**src/rtl/uart_pkg.sv**
```systemverilog
// rtl/uart_pkg.sv - shared UART constants and receiver state type
package uart_pkg;

  localparam int UART_DATA_BITS    = 8;
  localparam int UART_CLKS_PER_BIT = 104;

  typedef enum logic [2:0] {
    IDLE,
    START,
    DATA,
    STOP,
    BREAK
  } uart_state_t;

endpackage

```
**src/rtl/sync_2ff.sv**
```systemverilog
// rtl/sync_2ff.sv - two-flop synchronizer for a single asynchronous input
module sync_2ff #(
  parameter logic RESET_VAL = 1'b1
) (
  input  logic clk,
  input  logic rst,
  input  logic d,
  output logic q
);

  logic meta;

  always_ff @(posedge clk or posedge rst) begin
    if (rst) begin
      meta <= RESET_VAL;
      q    <= RESET_VAL;
    end else begin
      meta <= d;
      q    <= meta;
    end
  end

endmodule

```
**src/rtl/uart_rx.sv**
```systemverilog
// rtl/uart_rx.sv - 8N1 serial receiver with mid-bit sampling and framing-error detect
module uart_rx
  import uart_pkg::*;
#(
  parameter int CLKS_PER_BIT = UART_CLKS_PER_BIT
) (
  input  logic       i_clk,
  input  logic       i_reset,
  input  logic       i_rx,
  output logic [7:0] o_data,
  output logic       o_valid,
  output logic       o_frame_err,
  output logic       o_busy
);

  localparam int HALF_BIT = CLKS_PER_BIT / 2;
  localparam int CNT_W    = $clog2(CLKS_PER_BIT);
  localparam int IDX_W    = $clog2(UART_DATA_BITS);

  localparam logic [CNT_W-1:0] CNT_HALF = CNT_W'(HALF_BIT - 1);
  localparam logic [CNT_W-1:0] CNT_FULL = CNT_W'(CLKS_PER_BIT - 1);
  localparam logic [IDX_W-1:0] IDX_LAST = IDX_W'(UART_DATA_BITS - 1);

  uart_state_t               state, state_nxt;
  logic                      rx_s;
  logic [CNT_W-1:0]          cnt;
  logic [IDX_W-1:0]          bit_idx;
  logic [UART_DATA_BITS-1:0] shreg;
  logic [7:0]                data_r;
  logic                      valid_r, err_r;
  logic                      sample;

  sync_2ff #(.RESET_VAL(1'b1)) u_sync (
    .clk (i_clk),
    .rst (i_reset),
    .d   (i_rx),
    .q   (rx_s)
  );

  // Sample point: mid start bit, then one full bit period per data/stop bit.
  assign sample = ((state == START) && (cnt == CNT_HALF)) ||
                  (((state == DATA) || (state == STOP)) && (cnt == CNT_FULL));

  always_ff @(posedge i_clk or posedge i_reset) begin
    if (i_reset) state <= IDLE;
    else         state <= state_nxt;
  end

  always_comb begin
    state_nxt = state;
    case (state)
      IDLE:    if (!rx_s) state_nxt = START;
      START:   if (sample) state_nxt = rx_s ? IDLE : DATA;
      DATA:    if (sample && (bit_idx == IDX_LAST)) state_nxt = STOP;
      STOP:    if (sample) state_nxt = rx_s ? IDLE : BREAK;
      BREAK:   if (rx_s) state_nxt = IDLE;
      default: state_nxt = IDLE;
    endcase
  end

  always_comb begin
    o_busy      = (state != IDLE);
    o_data      = data_r;
    o_valid     = valid_r;
    o_frame_err = err_r;
  end

  always_ff @(posedge i_clk or posedge i_reset) begin
    if (i_reset) begin
      cnt     <= '0;
      bit_idx <= '0;
      shreg   <= '0;
      data_r  <= 8'h00;
      valid_r <= 1'b0;
      err_r   <= 1'b0;
    end else begin
      valid_r <= 1'b0;
      err_r   <= 1'b0;
      if (sample || (state == IDLE) || (state == BREAK)) cnt <= '0;
      else                                                cnt <= cnt + 1'b1;
      if (sample) begin
        case (state)
          START: bit_idx <= '0;
          DATA: begin
            shreg[bit_idx] <= rx_s;
            bit_idx        <= bit_idx + 1'b1;
          end
          STOP: begin
            if (rx_s) begin
              data_r  <= shreg;
              valid_r <= 1'b1;
            end else begin
              err_r <= 1'b1;
            end
          end
          default: ;
        endcase
      end
    end
  end

endmodule

```
**config.mk**
```make
export PLATFORM = sky130hd
export DESIGN_NAME = uart_rx
export DESIGN_NICKNAME = d
export VERILOG_FILES = /design/src/rtl/uart_pkg.sv /design/src/rtl/sync_2ff.sv /design/src/rtl/uart_rx.sv
export SDC_FILE = /design/constraint.sdc
export NUM_CORES = 1
export LEC_CHECK = 0
export CAP_MARGIN = 20
export CORE_MARGIN = 1.5
export CORE_UTILIZATION = 60
export DETAILED_ROUTE_END_ITERATION = 8
export PLACE_DENSITY_LB_ADDON = 0.15
export SYNTH_ARGS = -nofsm -noshare
export SYNTH_HDL_FRONTEND = slang
export SYNTH_HIERARCHICAL = 1
export SYNTH_SLANG_ARGS = --single-unit
```
**constraint.sdc**
```tcl
create_clock -name i_clk -period 3.4 [get_ports i_clk]
set_clock_uncertainty 0.2 [all_clocks]
set_input_delay 0.51 -clock i_clk [delete_from_list [all_inputs] [get_ports i_clk]]
set_output_delay 0.51 -clock i_clk [all_outputs]
set_load 0.02 [all_outputs]
```
==> results of run 1 <==
[final timing paths]
check | startpoint | endpoint
worst max register to register | cnt[0]$_DFF_PP0_ | o_data[0]$_DFFE_PP0P_
min in group asynchronous | i_reset | u_sync/meta$_DFF_PP1_
max in group asynchronous | i_reset | cnt[2]$_DFF_PP0_
worst max-delay path | state[0]$_DFFE_PP0P_ | o_busy
worst min register to register | u_sync/meta$_DFF_PP1_ | u_sync/q$_DFF_PP1_
worst min-delay path | u_sync/meta$_DFF_PP1_ | u_sync/q$_DFF_PP1_
[cells by family (layout without fill, tap and decap cells)]
family	after synthesis	count (layout)
muxes	16	16
AOI/OAI and AO/OA	11	11
DFF	33	33
xor gates and xnor gates	5	5
buffers and inverters	10	26
and+or+nand+nor	43	43
adders and majority gates	3	3
[flip-flops by register name, summed over array words and instances (netlist names)]
register,count
o_valid,1
o_data,8
shreg,8
u_sync/meta,1
bit_idx,3
cnt,7
state,3
u_sync/q,1
o_frame_err,1
[layer usage]
layer	vias to the layer above	wire, um
met5	-	0
met1	464	1260
li1	462	-
met4	0	28
met2	15	1050
met3	4	99
[critical path: cells and delay by family (launching register included)]
family | cells | cell delay (ns)
DFF | 1 | 0.54
buffers and inverters | 1 | 0.54
and+or+nand+nor | 2 | 0.46
[Yosys cell counts (2+ instances only)]
master     number  area (um^2)
dfstp_2         2         52.6
o21ai_0         2         10.0
mux2_1         13          146
ha_1            3         37.5
dfrtp_1        31          776
a22oi_1         3         22.5
nor3_1          3         15.0
clkbuf_1        2         7.51
nand3_1         5         25.0
mux2_2          3         33.8
inv_1           4         15.0
nor2_1         14         52.6
nor4_1          2         12.5
xor2_1          2         17.5
buf_4           3         22.5
nand4b_1        4         35.0
xnor2_1         3         26.3
nand4_1         2         12.5
o2bb2ai_1       3         26.3
nand4bb_1       2         22.5
nand2_1         2         7.51
[cell usage in the layout, fill, tap and decap left out, types with 2 or more instances in the layout]
| cell type | instances |
|---|---|
| dfrtp_1 | 31 |
| nor2_1 | 14 |
| mux2_1 | 13 |
| clkdlybuf4s50_1 | 13 |
| nand3_1 | 5 |
| clkbuf_4 | 5 |
| nand4b_1 | 4 |
| inv_1 | 4 |
| mux2_2 | 3 |
| xnor2_1 | 3 |
| nor3_1 | 3 |
| a22oi_1 | 3 |
| o2bb2ai_1 | 3 |
| ha_1 | 3 |
| nand2_1 | 2 |
| nand4bb_1 | 2 |
| nor4_1 | 2 |
| xor2_1 | 2 |
| nand4_1 | 2 |
| o21ai_0 | 2 |
| clkbuf_1 | 2 |
| dfstp_2 | 2 |
[through the flow]
stage	cell area (um^2)	std cells
2_1_floorplan	1500	121
3_3_place_gp	1640	157
3_5_place_dp	1640	157
4_1_cts	1690	165
5_1_grt	1690	165
6_report	1690	165
[where the power goes]
group | switching (mW) | internal (mW)
Sequential | 0.00202 | 0.394
Clock | 0.119 | 0.102
Combinational | 0.00767 | 0.00351
Total | 0.129 | 0.500
[cell type report]
| class | instances | area (um^2) | share of cell area |
|---|---|---|---|
| tap | 28 | 35.0 | 0.0207 |
| timing repair buffer | 14 | 138 | 0.0812 |
| sequential | 33 | 828 | 0.489 |
| multi-input combinational | 78 | 619 | 0.366 |
| inverter | 4 | 15.0 | 0.00886 |
| clock buffer | 8 | 58.8 | 0.0347 |
==> impl_metrics.json, run 1 <==
{
  "synth_fa_ha_area_frac": 0.0250,
  "synth_nets": 127,
  "hold_slack_ns": 0.165,
  "holdPathStages": 0,
  "synth_compound_area_frac": 0.0557,
  "post_cts_buffers": 0,
  "setup_viol_count_final": 0,
  "grt.met1_usage": 0.301,
  "seq_area_frac_synth": 0.551,
  "avgSynthCellArea_um2": 12.4,
  "endpoint_kind": "primary output",
  "worst_pin_slew_ns": 0.700,
  "period_needed_ns": 2.58,
  "synth-edff-count": 0,
  "drt_first_pass_iters": 4,
  "start_kind": "register",
  "synth-xor-area-share": 0.0291,
  "yosysWarnings": 6,
  "worstPathCellList": "nor2_1 -> nand2_1 -> clkdlybuf4s50_1",
  "track_usage": 0.221,
  "maxCapViolCount": 0,
  "cts_tree": "yes",
  "core-area_um2": 2300,
  "die_x_um": 53.1,
  "required_ns": 2.69,
  "die_y_um": 53.1,
  "ys_types": 34,
  "drt-total-wl_um": 2450,
  "cts_htree_levels": 2,
  "cts.repair.resized": 0,
  "post-place-ws_ns": 0.996,
  "cts_hold_buf": 0,
  "grt_max_degree": 32,
  "synthFlopType": "dfrtp_1",
  "syn_area_um2": 1500,
  "use_met2": 0.327,
  "synth_top_family_by_area": "simple AND/OR/NAND/NOR gates",
  "worstSetupPathType": "register to primary output",
  "final_util": 0.737,
  "drive_gt1_frac": 0.109,
  "drc": 0,
  "hold_viol_final": 0,
  "diodes": 0,
  "fmax_mhz": 388,
  "r2r_slack_ns": 1.00,
  "muxShareOfSynthArea": 0.120,
  "clk_pin_slew_ns": 0.09,
  "reg2regPathDepth": 5,
  "synthCells": 121,
  "insertion_delay_ns": 0.33,
  "slowest_delay_ns": 0.54,
  "max_slew_margin": 0.529,
  "setup_slack_ns": 0.824,
  "via_count": 945,
  "synthSimpleGateAreaFrac": 0.182,
  "grt_pass1_wl_um": 4300,
  "io_buffers": 13,
  "gp_congestion": 0.897,
  "fillers": 155,
  "finalCritPeriodShare": 0.758,
  "totalPowerFinal_mw": 0.628,
  "synth-seq-cells": 33,
  "hpwl_um": 1800,
  "ir_worst_vdd_v": 0.000344,
  "status": "completed",
  "power_density_nw_per_um2": 371,
  "path_max_fanout": 14,
  "cts_sinks": 33,
  "grt_busiest_layer": "met2",
  "floorplan.initialDensity": 0.655,
  "layout.nets": 142,
  "power_leakage_nw": 0.769,
  "hold_class": "register to register",
  "critPathSlowestCell": "dfrtp_1",
  "ios": 14,
  "area_growth_pct": 12.6,
  "drtIter0Drc": 28,
  "cts_buffers": 5,
  "vias_per_cell": 5.73,
  "cp.arrival_ns": 1.87,
  "grt_setup_unrepaired": "false",
  "routedWlPerCell_um": 14.8,
  "die_area_um2": 2820,
  "ys_async_sr_fraction": 1.00,
  "antenna_found_initial": 0,
  "grt-ovfl-total": 0,
  "grt_use_met3": 0.0593,
  "route.antenna.remaining_nets": 0,
  "grt_pass1_vias": 943,
  "root_buffer": "clkbuf_4",
  "finalMaxSlewViolations": 0,
  "rows": 17,
  "fin_tns_setup_ns": 0,
  "clock_path_buffers": 2
}
Note: power is estimated with default switching activity, not from simulation.
==> run 2: changes to the inputs <==
--- a/config.mk
+++ b/config.mk
@@ -7,7 +7,7 @@
 export LEC_CHECK = 0
 export CAP_MARGIN = 20
 export CORE_MARGIN = 1.5
-export CORE_UTILIZATION = 60
+export CORE_UTILIZATION = 50
 export DETAILED_ROUTE_END_ITERATION = 8
 export PLACE_DENSITY_LB_ADDON = 0.15
 export SYNTH_ARGS = -nofsm -noshare
==> constraint.sdc (replaced) <==
create_clock -name i_clk -period 2.1 [get_ports i_clk]
set_clock_uncertainty 0.2 [all_clocks]
set_input_delay 0.315 -clock i_clk [delete_from_list [all_inputs] [get_ports i_clk]]
set_output_delay 0.315 -clock i_clk [all_outputs]
set_load 0.02 [all_outputs]
==> impl_metrics.json, run 2 (same netlist as run 1, synthesis figures left out) <==
{
  "vias_per_cell": 5.65,
  "cts_sinks": 33,
  "grt_pass1_vias": 993,
  "die_x_um": 57.8,
  "r2r_slack_ns": 0.20,
  "endpoint_kind": "register",
  "rows": 19,
  "hpwl_um": 1840,
  "diodes": 0,
  "drc": 2,
  "power_leakage_nw": 0.800,
  "worstSetupPathType": "register to register",
  "reg2reg_to": "o_data[3]$_DFFE_PP0P_",
  "hold_slack_ns": 0.135,
  "fmax_mhz": 526,
  "io_buffers": 13,
  "clk_pin_slew_ns": 0.09,
  "cp_num_cells": 4,
  "path_max_fanout": 9,
  "status": "finished, violations left",
  "grt_pass1_wl_um": 4610,
  "post-place-ws_ns": 0.0710,
  "finalMaxSlewViolations": 0,
  "grt-ovfl-total": 0,
  "cp.arrival_ns": 1.91,
  "power_density_nw_per_um2": 584,
  "drt_first_pass_iters": 6,
  "post_cts_buffers": 0,
  "required_ns": 2.11,
  "drive_gt1_frac": 0.174,
  "final_common_cell": "dfrtp_1",
  "max_slew_margin": 0.744,
  "setup_viol_count_final": 0,
  "layout.nets": 149,
  "worst_path_dominant_cell_family": "simple AND/OR/NAND/NOR gates",
  "grt_max_degree": 32,
  "final_cell_mix": "29 x dfrtp_1, 14 x nor2_1, 13 x mux2_1",
  "insertion_delay_ns": 0.33,
  "core-area_um2": 2810,
  "critPathBufInv": 0,
  "route.antenna.remaining_nets": 0,
  "setup_slack_ns": 0.200,
  "cts_tree": "yes",
  "root_buffer": "clkbuf_4",
  "ios": 14,
  "die_y_um": 57.8,
  "gp_congestion": 0.814,
  "slowest_delay_ns": 0.44,
  "ir_worst_vdd_v": 0.000415,
  "routedWlPerCell_um": 14.7,
  "cts_hold_buf": 0,
  "drtIter0Drc": 30,
  "crit_end": "o_data[3]$_DFFE_PP0P_",
  "worst_pin_slew_ns": 0.383,
  "final_area_um2": 1760,
  "finalCritPeriodShare": 0.905,
  "start_kind": "register",
  "worstPathCellList": "nand4bb_4 -> nor3_4 -> and3_2 -> mux2_1",
  "floorplan.initialDensity": 0.536,
  "reg2regPathDepth": 4,
  "grt_setup_unrepaired": "false",
  "violations": "DRC",
  "die_area_um2": 3350,
  "cts_buffers": 5,
  "critPathSlowestCell": "dfrtp_1",
  "setup.worst_path.start": "cnt[4]$_DFF_PP0_",
  "dpl_cell_area_um2": 1690,
  "cts_htree_levels": 2,
  "fin_tns_setup_ns": 0,
  "period_needed_ns": 1.90,
  "antenna_found_initial": 0,
  "track_usage": 0.186,
  "clock_path_buffers": 2,
  "drt-total-wl_um": 2580,
  "via_count": 989,
  "r2r-start": "cnt[4]$_DFF_PP0_",
  "hold_viol_final": 0,
  "hold_class": "input port to asynchronous set/reset pin",
  "maxCapViolCount": 0,
  "area_growth_pct": 16.8
}
## run 2: where the power goes
part | total (mW) | internal [mW] | switching [mW] | leakage (nW)
Sequential | 0.639 | 0.638 | 0.000628 | 0.436
Combinational | 0.0228 | 0.00693 | 0.0158 | 0.331
Clock | 0.364 | 0.165 | 0.199 | 0.0326
## run 2: how the worst min path moves through the flow
| stage | cells after the start | start | endpoint |
|---|---|---|---|
| after global routing | 2 | i_reset | u_sync/q$_DFF_PP1_ |
| after floorplan | 1 | i_reset | u_sync/meta$_DFF_PP1_ |
| after detailed placement | 0 | u_sync/meta$_DFF_PP1_ | u_sync/q$_DFF_PP1_ |
| after CTS | 2 | i_reset | u_sync/meta$_DFF_PP1_ |
| after global placement | 0 | u_sync/meta$_DFF_PP1_ | u_sync/q$_DFF_PP1_ |
| final | 2 | i_reset | u_sync/q$_DFF_PP1_ |
## run 2: final cells by class
class	count	area (um^2)
Clock buffer	8	58.8
Fill cell	236	1050
Inverter	4	15.0
Multi-Input combinational cell	78	621
Sequential cell	33	831
Tap cell	31	38.8
Timing Repair Buffer	21	193
## run 2: layer usage
| metal | share of wire | vias to the layer above | global-route usage |
|---|---|---|---|
| li1 | - | 482 | - |
| met1 | 0.49 | 484 | 0.260 |
| met2 | 0.45 | 18 | 0.269 |
| met3 | 0.038 | 5 | 0.0670 |
| met4 | 0.017 | 0 | 0.0698 |
| met5 | 0 | - | 0 |
## run 2: through the flow
step	power, mW	std cells	utilization
2_1_floorplan	0.664	121	-
3_3_place_gp	0.675	167	0.603
3_5_place_dp	0.675	167	0.603
4_1_cts	1.04	175	0.625
5_1_grt	1.07	175	0.626
6_report	1.03	175	0.626
## run 2: what timing repair did
action,4_1_cts,5_1_grt
resized for setup,2,2
setup endpoints to repair,1,9
gates cloned,0,0
hold endpoints to repair,0,0
==> variant (settings of run 1) <==
`UART_CLKS_PER_BIT`: 104 -> 156.
--- a/src/rtl/uart_pkg.sv
+++ b/src/rtl/uart_pkg.sv
@@ -3,5 +3,5 @@
 
   localparam int UART_DATA_BITS    = 8;
-  localparam int UART_CLKS_PER_BIT = 104;
+  localparam int UART_CLKS_PER_BIT = 156;
 
   typedef enum logic [2:0] {
Check against the original RTL: no difference found for any inputs over 10 cycles, from zero or initial values and one cycle with i_reset high; that may be too few to reach the edited logic, so the function may still have changed.
==> variant against run 1 <==
Count of clock-buffer cells in the layout shrank 1. Total power grew 2.5%. Design area grew 1.3%. Sequential cell count grew 1. Die area is essentially flat. Wire length is the same. Synthesized cell count shrank 1.7%. Sequential share of layout area grew 0.82 points. Worst setup slack gained 0.059 ns. Synthesized area is essentially flat. Critical path type is now reg -> reg. Highest routed layer unchanged.
==> variant: results (changes against run 1) <==
Sw Pwr: 0.134 mW (+4.5%)
largest net degree at the start of global routing: 18 (-44%)
total vias in the final route: 940 (-0.53%)
Unique masters post-synth: 35 (+2.9%)
vias in the first global route: 981 (+4.0%)
Crit path max-delay family: simple AND/OR/NAND/NOR gates
Synth Area in XOR/XNOR: 3.50% (+0.59 points)
Seq/Total Area, Yosys: 56.8% (+1.7 points)
WP data arrival: 2.54 ns (+0.67 ns)
maximum VDD drop: 0.302 mV (-12%)
gr usage total: 23.0% (+0.96 points)
post-detail-place hpwl: 1740 µm (-3.1%)
slowest CP cell: or4b_1
Least-Margin Pin Slew: 0.660 ns (-0.0402 ns)
routed wire length: 2450 µm (unchanged)
Seq power: 0.408 mW (+3%)
Clock Power Share: 34.8% (-0.3 points)
Fill cells: 158 (+1.9%)
Final #Nets: 144 (+1.4%)
status: finished clean
Crit. Startpoint: state[2]$_DFFE_PP0P_
first-pass GRT wire length: 4390 µm (+2.1%)
Synth top cells by count: dfrtp_1 (32), mux2_2 (17), nor2_1 (12)
CP peak stage delay: 0.56 ns (+0.02 ns)
fraction of the mapped netlist area in adder cells: 3.33% (+0.83 points)
post-synth net total: 126 (-0.79%)
mux share of post-synthesis cell area: 13.4% (+1.4 points)
leakage power: 0.791 nW (+2.8%)
layout cells sized above 1: 21.0% (+10 points)
Iter 0 DRT Violations: 10 (-64%)
ant diodes: 0 (unchanged)
most area-consuming cells after synthesis: dfrtp_1 (53%), mux2_2 (13%), dfstp_2 (3.5%), ha_1 (3.3%), nor2_1 (3.0%)
Switching Share: 20.9% (+0.40 points)
critical-path maximum fanout: 12 (-2)
complex-gate fraction of the synthesized area: 3.00% (-2.6 points)
## variant: worst paths after layout
check | cells after the start | endpoint | slack [ns]
setup reg to reg | 4 | shreg[1]$_DFFE_PP0P_ | 0.88
hold / removal | 0 | u_sync/q$_DFF_PP1_ | 0.17
hold reg to reg | 0 | u_sync/q$_DFF_PP1_ | 0.17
setup / recovery | 4 | shreg[1]$_DFFE_PP0P_ | 0.88
min in group asynchronous | 2 | u_sync/meta$_DFF_PP1_ | 0.31
max in group asynchronous | 3 | shreg[7]$_DFFE_PP0P_ | 2.01
## variant: layer usage
metal / up-vias / track usage (%) / wire, µm
li1: 467 / - / -
met1: 449 / 30.5 / 1140
met2: 20 / 33.5 / 1180
met3: 4 / 8.76 / 106
met4: 0 / 10.3 / 21
met5: - / 0 / 0
## variant: kinds of logic (layout without fill, tap and decap cells)
logic type	after synthesis	after routing
buffers and inverters	6	25
XOR/XNOR	6	6
multiplexers	18	18
flip-flops	34	34
adder cells (fa/ha/maj)	4	4
AND/OR/NAND/NOR	45	45
AO/OA/AOI/OAI	6	6
## variant: metrics by stage
| stage | cells | setup WS (ns) | util [%] | instance area, µm² |
|---|---|---|---|---|
| after global routing | 166 | 0.704 | 74.7 | 1720 |
| after global placement | 158 | 0.938 | 72.1 | 1660 |
| final | 166 | 0.883 | 74.7 | 1720 |
| after detailed placement | 158 | 0.956 | 72.1 | 1660 |
| after floorplan | 119 | 1.35 | - | 1500 |
| after CTS | 166 | 0.914 | 74.7 | 1720 |
## variant: cell type report
class | count | area [µm²] | share of cell area, %
clock inverter | 1 | 5.00 | 0.292
sequential | 34 | 853 | 49.7
inverter | 3 | 11.3 | 0.656
multi-input combinational | 79 | 619 | 36.1
timing repair buffer | 14 | 138 | 8.02
clock buffer | 7 | 55.1 | 3.21
tap | 28 | 35.0 | 2.04
